[src/rtl/led_fade_pwm_pkg.sv]
// Shared constants and types for the eight-channel LED fade/PWM stage.
package led_pkg;
    localparam int PWM_BITS_DEFAULT = 8;
    localparam int LEVEL_MAX        = (1 << PWM_BITS_DEFAULT) - 1;
    localparam int STEP_DIV_DEFAULT = 50000;

    typedef logic [PWM_BITS_DEFAULT-1:0] level_t;
endpackage

[src/rtl/led_fade_pwm_if.sv]
// Pattern load strobe and LED drive/status bundle for led_fade_pwm.
interface led_fade_pwm_if;
    logic [7:0] pattern_in;
    logic       pattern_valid;
    logic [7:0] led;
    logic       busy;

    modport master (output pattern_in, output pattern_valid, input led, input busy);
    modport slave  (input pattern_in, input pattern_valid, output led, output busy);
endinterface

[src/rtl/led_fade_channel.sv]
// One LED: saturating brightness ramp toward its target, period-aligned duty shadow, registered PWM output.
module led_fade_channel
    import led_pkg::*;
#(
    parameter int PWM_BITS = PWM_BITS_DEFAULT
) (
    input  logic                clk,
    input  logic                rst_n,
    input  logic                step_tick,
    input  logic                period_end,
    input  logic [PWM_BITS-1:0] pwm_cnt,
    input  logic                target,
    output logic                led,
    output logic                at_target
);
    localparam logic [PWM_BITS-1:0] LVL_MAX = '1;

    logic [PWM_BITS-1:0] level_reg;
    logic [PWM_BITS-1:0] level_next;
    logic [PWM_BITS-1:0] duty_reg;
    logic                led_reg;
    logic                led_next;

    always_comb begin
        level_next = level_reg;
        if (step_tick) begin
            if (target && (level_reg != LVL_MAX)) begin
                level_next = level_reg + PWM_BITS'(1);
            end else if (!target && (level_reg != '0)) begin
                level_next = level_reg - PWM_BITS'(1);
            end
        end
    end

    // Full-scale duty must stay solidly on, which the plain compare cannot express.
    assign led_next = (duty_reg == LVL_MAX) || (pwm_cnt < duty_reg);

    always_ff @(posedge clk or negedge rst_n) begin
        if (!rst_n) begin
            level_reg <= '0;
            duty_reg  <= '0;
            led_reg   <= 1'b0;
        end else begin
            level_reg <= level_next;
            if (period_end) begin
                duty_reg <= level_reg;
            end
            led_reg <= led_next;
        end
    end

    assign led       = led_reg;
    assign at_target = target ? (level_reg == LVL_MAX) : (level_reg == '0);
endmodule

[src/rtl/led_fade_pwm.sv]
// Eight-channel LED fader: target latch, step prescaler, shared PWM counter and busy summary.
module led_fade_pwm
    import led_pkg::*;
#(
    parameter int PWM_BITS = PWM_BITS_DEFAULT,
    parameter int STEP_DIV = STEP_DIV_DEFAULT
) (
    input  logic           clk,
    input  logic           rst_n,
    led_fade_pwm_if.slave  bus
);
    localparam int                  STEP_W    = (STEP_DIV > 2) ? $clog2(STEP_DIV) : 1;
    localparam logic [STEP_W-1:0]   STEP_LAST = STEP_W'(STEP_DIV - 1);
    localparam logic [PWM_BITS-1:0] PWM_LAST  = '1;

    logic [7:0]          target_reg;
    logic [STEP_W-1:0]   step_cnt_reg;
    logic [PWM_BITS-1:0] pwm_cnt_reg;
    logic                step_tick;
    logic                period_end;
    logic [7:0]          led_bits;
    logic [7:0]          at_target;

    assign step_tick  = (step_cnt_reg == STEP_LAST);
    assign period_end = (pwm_cnt_reg == PWM_LAST);

    always_ff @(posedge clk or negedge rst_n) begin
        if (!rst_n) begin
            target_reg   <= '0;
            step_cnt_reg <= '0;
            pwm_cnt_reg  <= '0;
        end else begin
            if (bus.pattern_valid) begin
                target_reg <= bus.pattern_in;
            end
            step_cnt_reg <= step_tick ? '0 : step_cnt_reg + STEP_W'(1);
            pwm_cnt_reg  <= pwm_cnt_reg + PWM_BITS'(1);
        end
    end

    // Channels see the pre-load target, so a load coinciding with a tick takes effect on the next tick.
    for (genvar gi = 0; gi < 8; gi++) begin : g_chan
        led_fade_channel #(
            .PWM_BITS (PWM_BITS)
        ) u_chan (
            .clk        (clk),
            .rst_n      (rst_n),
            .step_tick  (step_tick),
            .period_end (period_end),
            .pwm_cnt    (pwm_cnt_reg),
            .target     (target_reg[gi]),
            .led        (led_bits[gi]),
            .at_target  (at_target[gi])
        );
    end

    assign bus.led  = led_bits;
    assign bus.busy = ~&at_target;
endmodule

[src/flat_wrapper.sv]
// flat-port wrapper written by rule: the top's interface ports become plain ports
module led_fade_pwm_flat import led_pkg::*;
#(
    parameter int PWM_BITS = PWM_BITS_DEFAULT,
    parameter int STEP_DIV = STEP_DIV_DEFAULT
)
  (clk, rst_n, bus_pattern_in, bus_pattern_valid, bus_led, bus_busy);
  led_fade_pwm_if bus_i ();
  input  logic clk;
  input  logic rst_n;
  input wire logic [$bits(bus_i.pattern_in)-1:0] bus_pattern_in;
  input wire logic [$bits(bus_i.pattern_valid)-1:0] bus_pattern_valid;
  output wire logic [$bits(bus_i.led)-1:0] bus_led;
  output wire logic [$bits(bus_i.busy)-1:0] bus_busy;
  assign bus_i.pattern_in = bus_pattern_in;
  assign bus_i.pattern_valid = bus_pattern_valid;
  assign bus_led = bus_i.led;
  assign bus_busy = bus_i.busy;
  led_fade_pwm #(.PWM_BITS(PWM_BITS), .STEP_DIV(STEP_DIV)) u_core (.clk(clk), .rst_n(rst_n), .bus(bus_i));
endmodule
[config.mk]
export PLATFORM = sky130hd
export DESIGN_NAME = led_fade_pwm_flat
export DESIGN_NICKNAME = d
export VERILOG_FILES = /design/src/rtl/led_fade_pwm_pkg.sv /design/src/rtl/led_fade_pwm_if.sv /design/src/rtl/led_fade_channel.sv /design/src/rtl/led_fade_pwm.sv /design/src/flat_wrapper.sv
export SDC_FILE = /design/constraint.sdc
export NUM_CORES = 1
export LEC_CHECK = 0
export CAP_MARGIN = 25
export CORE_AREA = 10 10 178 180
export CTS_CLUSTER_DIAMETER = 200
export DETAILED_ROUTE_END_ITERATION = 10
export DIE_AREA = 0 0 188 190
export SYNTH_ARGS = -nofsm -noshare
export SYNTH_HDL_FRONTEND = slang
export SYNTH_SLANG_ARGS = --single-unit
export TNS_END_PERCENT = 10
[constraint.sdc]
create_clock -name clk -period 4.8 [get_ports clk]
set_input_delay 1.44 -clock clk [delete_from_list [all_inputs] [get_ports clk]]
set_output_delay 1.44 -clock clk [all_outputs]
set_load 0.01 [all_outputs]
## Word-level counts from Yosys, hierarchy flattened

Cells that the tools add are included.

- $add $sub $neg: 18
- Multiply operators: 0
- Div/mod/pow operators: 0
- Magnitude comparators: 8
- Eq/ne operators: 26
- Shift-type cells: 0
- Multiplexer cells: 25
- Bitwise gates (word level): 0
- Reductions and logical operators: 66

Operators by type and width:

| operator | number |
|---|---|
| 8-bit == test (second input constant) | 17 |
| 8-bit 2-to-1 mux | 16 |
| 8-bit by 1-bit adder with 8-bit output (second input constant) | 9 |
| 8-bit zero test | 8 |
| 8-bit less-than comparator | 8 |
| 8-bit inequality test (second input constant) | 8 |
| 8-bit nonzero test | 8 |
| 8-bit by 1-bit subtractor with 8-bit output (second input constant) | 8 |
| 16-bit by 1-bit adder with 16-bit output (second input constant) | 1 |
| 16-bit == test (second input constant) | 1 |
| 1-bit logical AND | 16 |
| 16-bit 2-to-1 mux | 1 |
| 2-bit AND reduction | 8 |
| 2-bit nonzero test | 8 |
| 1-bit zero test | 9 |
| 1-bit logical OR | 8 |
| 1-bit 2-to-1 mux | 8 |
| 8-bit AND reduction | 1 |

- Register bits after elaboration: 168
- Bits in latches: 0
- RAM bits: 0
- ROM bits: 0
- Input port bits: 11
- Word-level logic and storage cells: 170
- Memories kept: 0

## Longest topological paths before layout

- Depth in word-level cells: 4
- Depth in mapped cells: 10
- Mapped depth without buffers: 10

## By module

A second synthesis with hierarchy kept.

- Cell total of the unflattened synthesis: 1024
- Area, all modules: 10511.3 µm²

Modules (own cells, without submodules):

| module | times used | cells each | area each (µm²) |
|---|---|---|---|
| led_fade_channel | 8 | 114 | 1139.8 |
| led_fade_pwm | 1 | 112 | 1392.6 |

## Worst setup path after synthesis

Ideal clock, no wire load.

- Kind: reg-to-output
- Start point: register u_core.g_chan[3].u_chan.level_reg[0]
- End point: output bus_busy
- Arrival: 1622 ps
- Data required time: 3360 ps
- Path slack: 1738 ps
- Stages on the path, launching flop included: 6
- Path through: dfrtp_1 > or4_1 > nor3_1 > a21oi_1 > nor4_1 > nand4_1

- Word-level cells in the longest chain between the ends: 4

RTL lines:

| element | RTL line | text |
|---|---|---|
| start, declared | led_fade_channel.sv:18 | `logic [PWM_BITS-1:0] level_reg;` |
| start signal, assigned | led_fade_channel.sv:44 | `level_reg <= level_next;` |
| 8-bit == test or 8-bit zero test (tied branches) | led_fade_channel.sv:53 | `assign at_target = target ? (level_reg == LVL_MAX) : (level_reg == '0);` |
| 1-bit 2-to-1 mux * | led_fade_channel.sv:53 |  |
| 8-bit AND reduction * | led_fade_pwm.sv:58 | `assign bus.busy = ~&at_target;` |
| 1-bit zero test * | led_fade_pwm.sv:58 |  |
| end, declared | flat_wrapper.sv:14 | `output wire logic [$bits(bus_i.busy)-1:0] bus_busy;` |

Every way passes the cells marked *; elsewhere a longest branch is shown, timed or not.

## Worst setup path in the final report

- Start point: register u_core.g_chan[7].u_chan.level_reg[0]
- End point: output bus_busy

- Word-level cells in the longest chain between the ends: 4

RTL lines:

| element | RTL line |
|---|---|
| start, declared | led_fade_channel.sv:18 |
| start signal, assigned | led_fade_channel.sv:44 |
| 8-bit == test or 8-bit zero test (tied branches) | led_fade_channel.sv:53 |
| 1-bit 2-to-1 mux * | led_fade_channel.sv:53 |
| 8-bit AND reduction * | led_fade_pwm.sv:58 |
| 1-bit zero test * | led_fade_pwm.sv:58 |

Marked as above.

==> metrics.md <==
| Metric | Value |
|---|---|
| Setup clock skew after layout | 8.63 ps |
| Clock tree from TritonCTS | done |
| Arrival time reported for the critical path endpoint | 3060 ps |
| Worst hold path startpoint | u_core.step_cnt_reg[0] |
| Total number of placement rows | 62 |
| DR vias | 7090 |
| Met2 global-route usage | 20.5% |
| Share of cells above drive strength 1 | 13.3% |
| CTS Buffer Depth | 2 |
| Number of distinct library cells after synthesis | 49 |
| Total of cells resized after clock tree synthesis | 0 |
| DRT iter0 DRCs | 385 |
| DRC viols | 0 |
| Core ar. | 28200 sq um |
| Portion of the post-synthesis area used by sequential elements | 40.8% |
| Antenna diode count | 0 |
| Ys async rst share | 100% |
| Run status | finished clean |
| Maximum number of pins on one net before global-route repair | 86 |
| Number of enable-type register cells in the synthesized netlist | 0 |
| Gate count of the mapped netlist | 987 |
| GR Util met1 | 15.7% |
| YS warnings | 0 |
| Post-route setup TNS | 0 ps |
| Leakage power figure | 5.19 nW |
| Sum of overflow across all layers after global routing | 0 |
| Die span in x | 188 um |
| Critical Path Sink Type | primary output |
| Count of H-tree levels built during CTS | 4 |
| Ratio of routed vias to standard cells | 5.04 |
| Antenna Violating Nets Remaining | 0 |
| GRT Overall Usage | 12.2% |
| Reg-to-reg critical path startpoint | u_core.g_chan[1].u_chan.level_reg[6] |
| Number of buffers added to fix hold violations after cts | 0 |
| Detailed-route wire length | 20.9 mm |
| Die footprint | 35700 sq um |
| I/O pin count | 20 |
| RSZ-0062 raised after global routing | false |
| Max-slew headroom | 32.7% |
| Beginning of the critical path | u_core.g_chan[7].u_chan.level_reg[0] |
| Critical Path Fanout Max | 6 |
| Most common flop cell mapped by yosys | dfrtp_1 |
| CTS Buf Count | 17 |
| Final slew viol count | 0 |
| Worst Setup Path Type | register to primary output |
| Routed wire per std cell | 14.8 um |
| Actual transition at the worst max-transition pin | 1000 ps |
| Worst voltage drop across the vdd grid | 0.202 mV |
| Number of post-CTS setup repair buffers | 0 |
| Worst Path Required | 3360 ps |
| Most utilized layer in the global route result | met2 |
| Netlist Area Pre-Place | 10300 sq um |
| Power per Cell Area | 258 nW/um^2 |
| Hold WC Path Type | register to register |
| Die outline height | 190 um |
| Effective utilization at floorplan | 36.5% |
| Fmax | 222 MHz |
| Detail Placement HPWL | 14.7 mm |
| Skew-Pair Late Insertion Delay | 420 ps |
| Number of sinks on the clock net | 168 |
| Setup violations, final | 0 |
| Hold Fails Final Rpt | 0 |
| Library cell used as clock root buffer | clkbuf_16 |
| First-pass GRT wire length | 36.0 mm |
| Design Power | 2.95 mW |
| Final weighted congestion in routability-driven placement | 0.823 |
| Post-synthesis register bit count | 168 |
| Met3 usage in global routing | 2.23% |
| Initial DRT Pass Iterations | 4 |
| Growth of design area from synthesis to finish | 11.0% |
| Initial antenna violation count | 0 |
| Port Buffers | 19 |
| Synthesized netlist net count | 1114 |
| Clock edge transition at the registers on the reported setup and hold paths | 70 ps |
| Max-cap violations | 0 |
| Syn_area_per_cell | 10.4 sq um |
| Vias in the first global route | 7231 |
| Share of the clock period used by the worst path | 93.7% |
| Post-layout min period | 4500 ps |
| Fill cells | 2806 |
| Critical path launch point type | register |
| NumNets Final | 1136 |
[metrics by stage]
| stage | worst slack, ps | hold WS, ps | util (%) | area, sq um | instances |
|---|---|---|---|---|---|
| 2_1_floorplan | 1740 | 423 | - | 10300 | 987 |
| 3_3_place_gp | 624 | 446 | 38.3 | 10800 | 1369 |
| 3_5_place_dp | 635 | 451 | 38.3 | 10800 | 1370 |
| 4_1_cts | 150 | 459 | 40.3 | 11400 | 1402 |
| 5_1_grt | 105 | 508 | 40.5 | 11400 | 1406 |
| 6_report | 303 | 460 | 40.5 | 11400 | 1406 |
[power by group]
part           internal [mW]  leakage, nW  switching, mW  total (mW)
Sequential              1.42         2.30        0.00963        1.43
Clock                  0.732        0.260          0.591        1.32
Combinational         0.0750         2.63          0.120       0.195
[placed cells by master (no fill, tap or decap), drive strengths merged, types with 4 or more instances in the layout]
cell type / instances
or3: 5
nand2b: 5
or4: 12
xor2: 20
nor3: 30
nor2: 53
a21o: 32
o21a: 6
o41ai: 7
clkdlybuf4s50: 18
mux2: 81
mux2i: 6
nand4: 43
dfrtp: 168
o21ai: 62
nand3: 27
o211ai: 6
ha: 108
o21bai: 12
and3: 5
a21boi: 7
fa: 8
inv: 81
clkbuf: 21
a21oi: 44
clkinvlp: 6
xnor2: 48
nand2: 60
clkinv: 4
buf: 10
nor4: 8
[synthesized netlist by cell type, drive strengths merged, types with 5 or more instances]
library cell,count,share of area (%)
o211ai,6,0.44
nor3,30,1.7
ha,108,13
or4,12,0.87
dfrtp,168,41
o41ai,7,0.60
nand2,60,2.3
a21boi,7,0.51
mux2,81,9.0
xnor2,48,4.1
a21oi,44,2.1
a21o,32,2.3
o21ai,62,3.0
or3,5,0.30
and3,5,0.30
nand3,27,1.4
o21a,6,0.44
nand2b,5,0.30
buf,25,2.0
inv,79,2.9
xor2,20,1.7
nand4,43,2.8
nor4,8,0.49
mux2i,6,0.58
fa,8,1.6
nor2,53,2.0
o21bai,12,0.87
[layout make-up]
| cell class | instances | area, sq um | share of cell area, % |
|---|---|---|---|
| multi-input cells | 713 | 5590 | 48.9 |
| inverters | 79 | 297 | 2.59 |
| clock inverters | 13 | 123 | 1.07 |
| clock buffers | 19 | 443 | 3.88 |
| well taps | 384 | 480 | 4.20 |
| flip-flops and latches | 168 | 4200 | 36.8 |
| repair buffers | 30 | 297 | 2.59 |
[worst max-delay path, cell delays in order (launching register included)]
cell	delay, ps
dfrtp_1	450
or4_1	560
nor3_1	220
a21oi_1	150
nor4_1	530
nand4_1	190
clkdlybuf4s50_1	530
[path summary, 6_finish.rpt]
path                       depth (start not counted)  slack (ps)                              endpoint
setup / recovery                                   6         300                              bus_busy
hold / removal                                     1         460                u_core.step_cnt_reg[0]
setup reg to reg                                  10        1810  u_core.g_chan[1].u_chan.level_reg[7]
hold reg to reg                                    1         460                u_core.step_cnt_reg[0]
max in group asynchronous                          2        2990  u_core.g_chan[3].u_chan.level_reg[3]
min in group asynchronous                          1         960                  u_core.target_reg[0]
[routing by layer]
layer / vias up / part of all wire (%)
li1: 3582 / -
met1: 3413 / 48
met4: 0 / 0.99
met2: 78 / 47
met3: 17 / 3.5
met5: - / 0
[cells by family after synthesis]
| kind of cell | share of synthesized area, % |
|---|---|
| muxes | 9.55 |
| DFF | 40.8 |
| buffers and inverters | 4.92 |
| adders and majority gates | 14.7 |
| xor gates and xnor gates | 5.78 |
| AOI/OAI and AO/OA | 11.0 |
| and+or+nand+nor | 13.2 |
(Power assumes the default switching activity.)
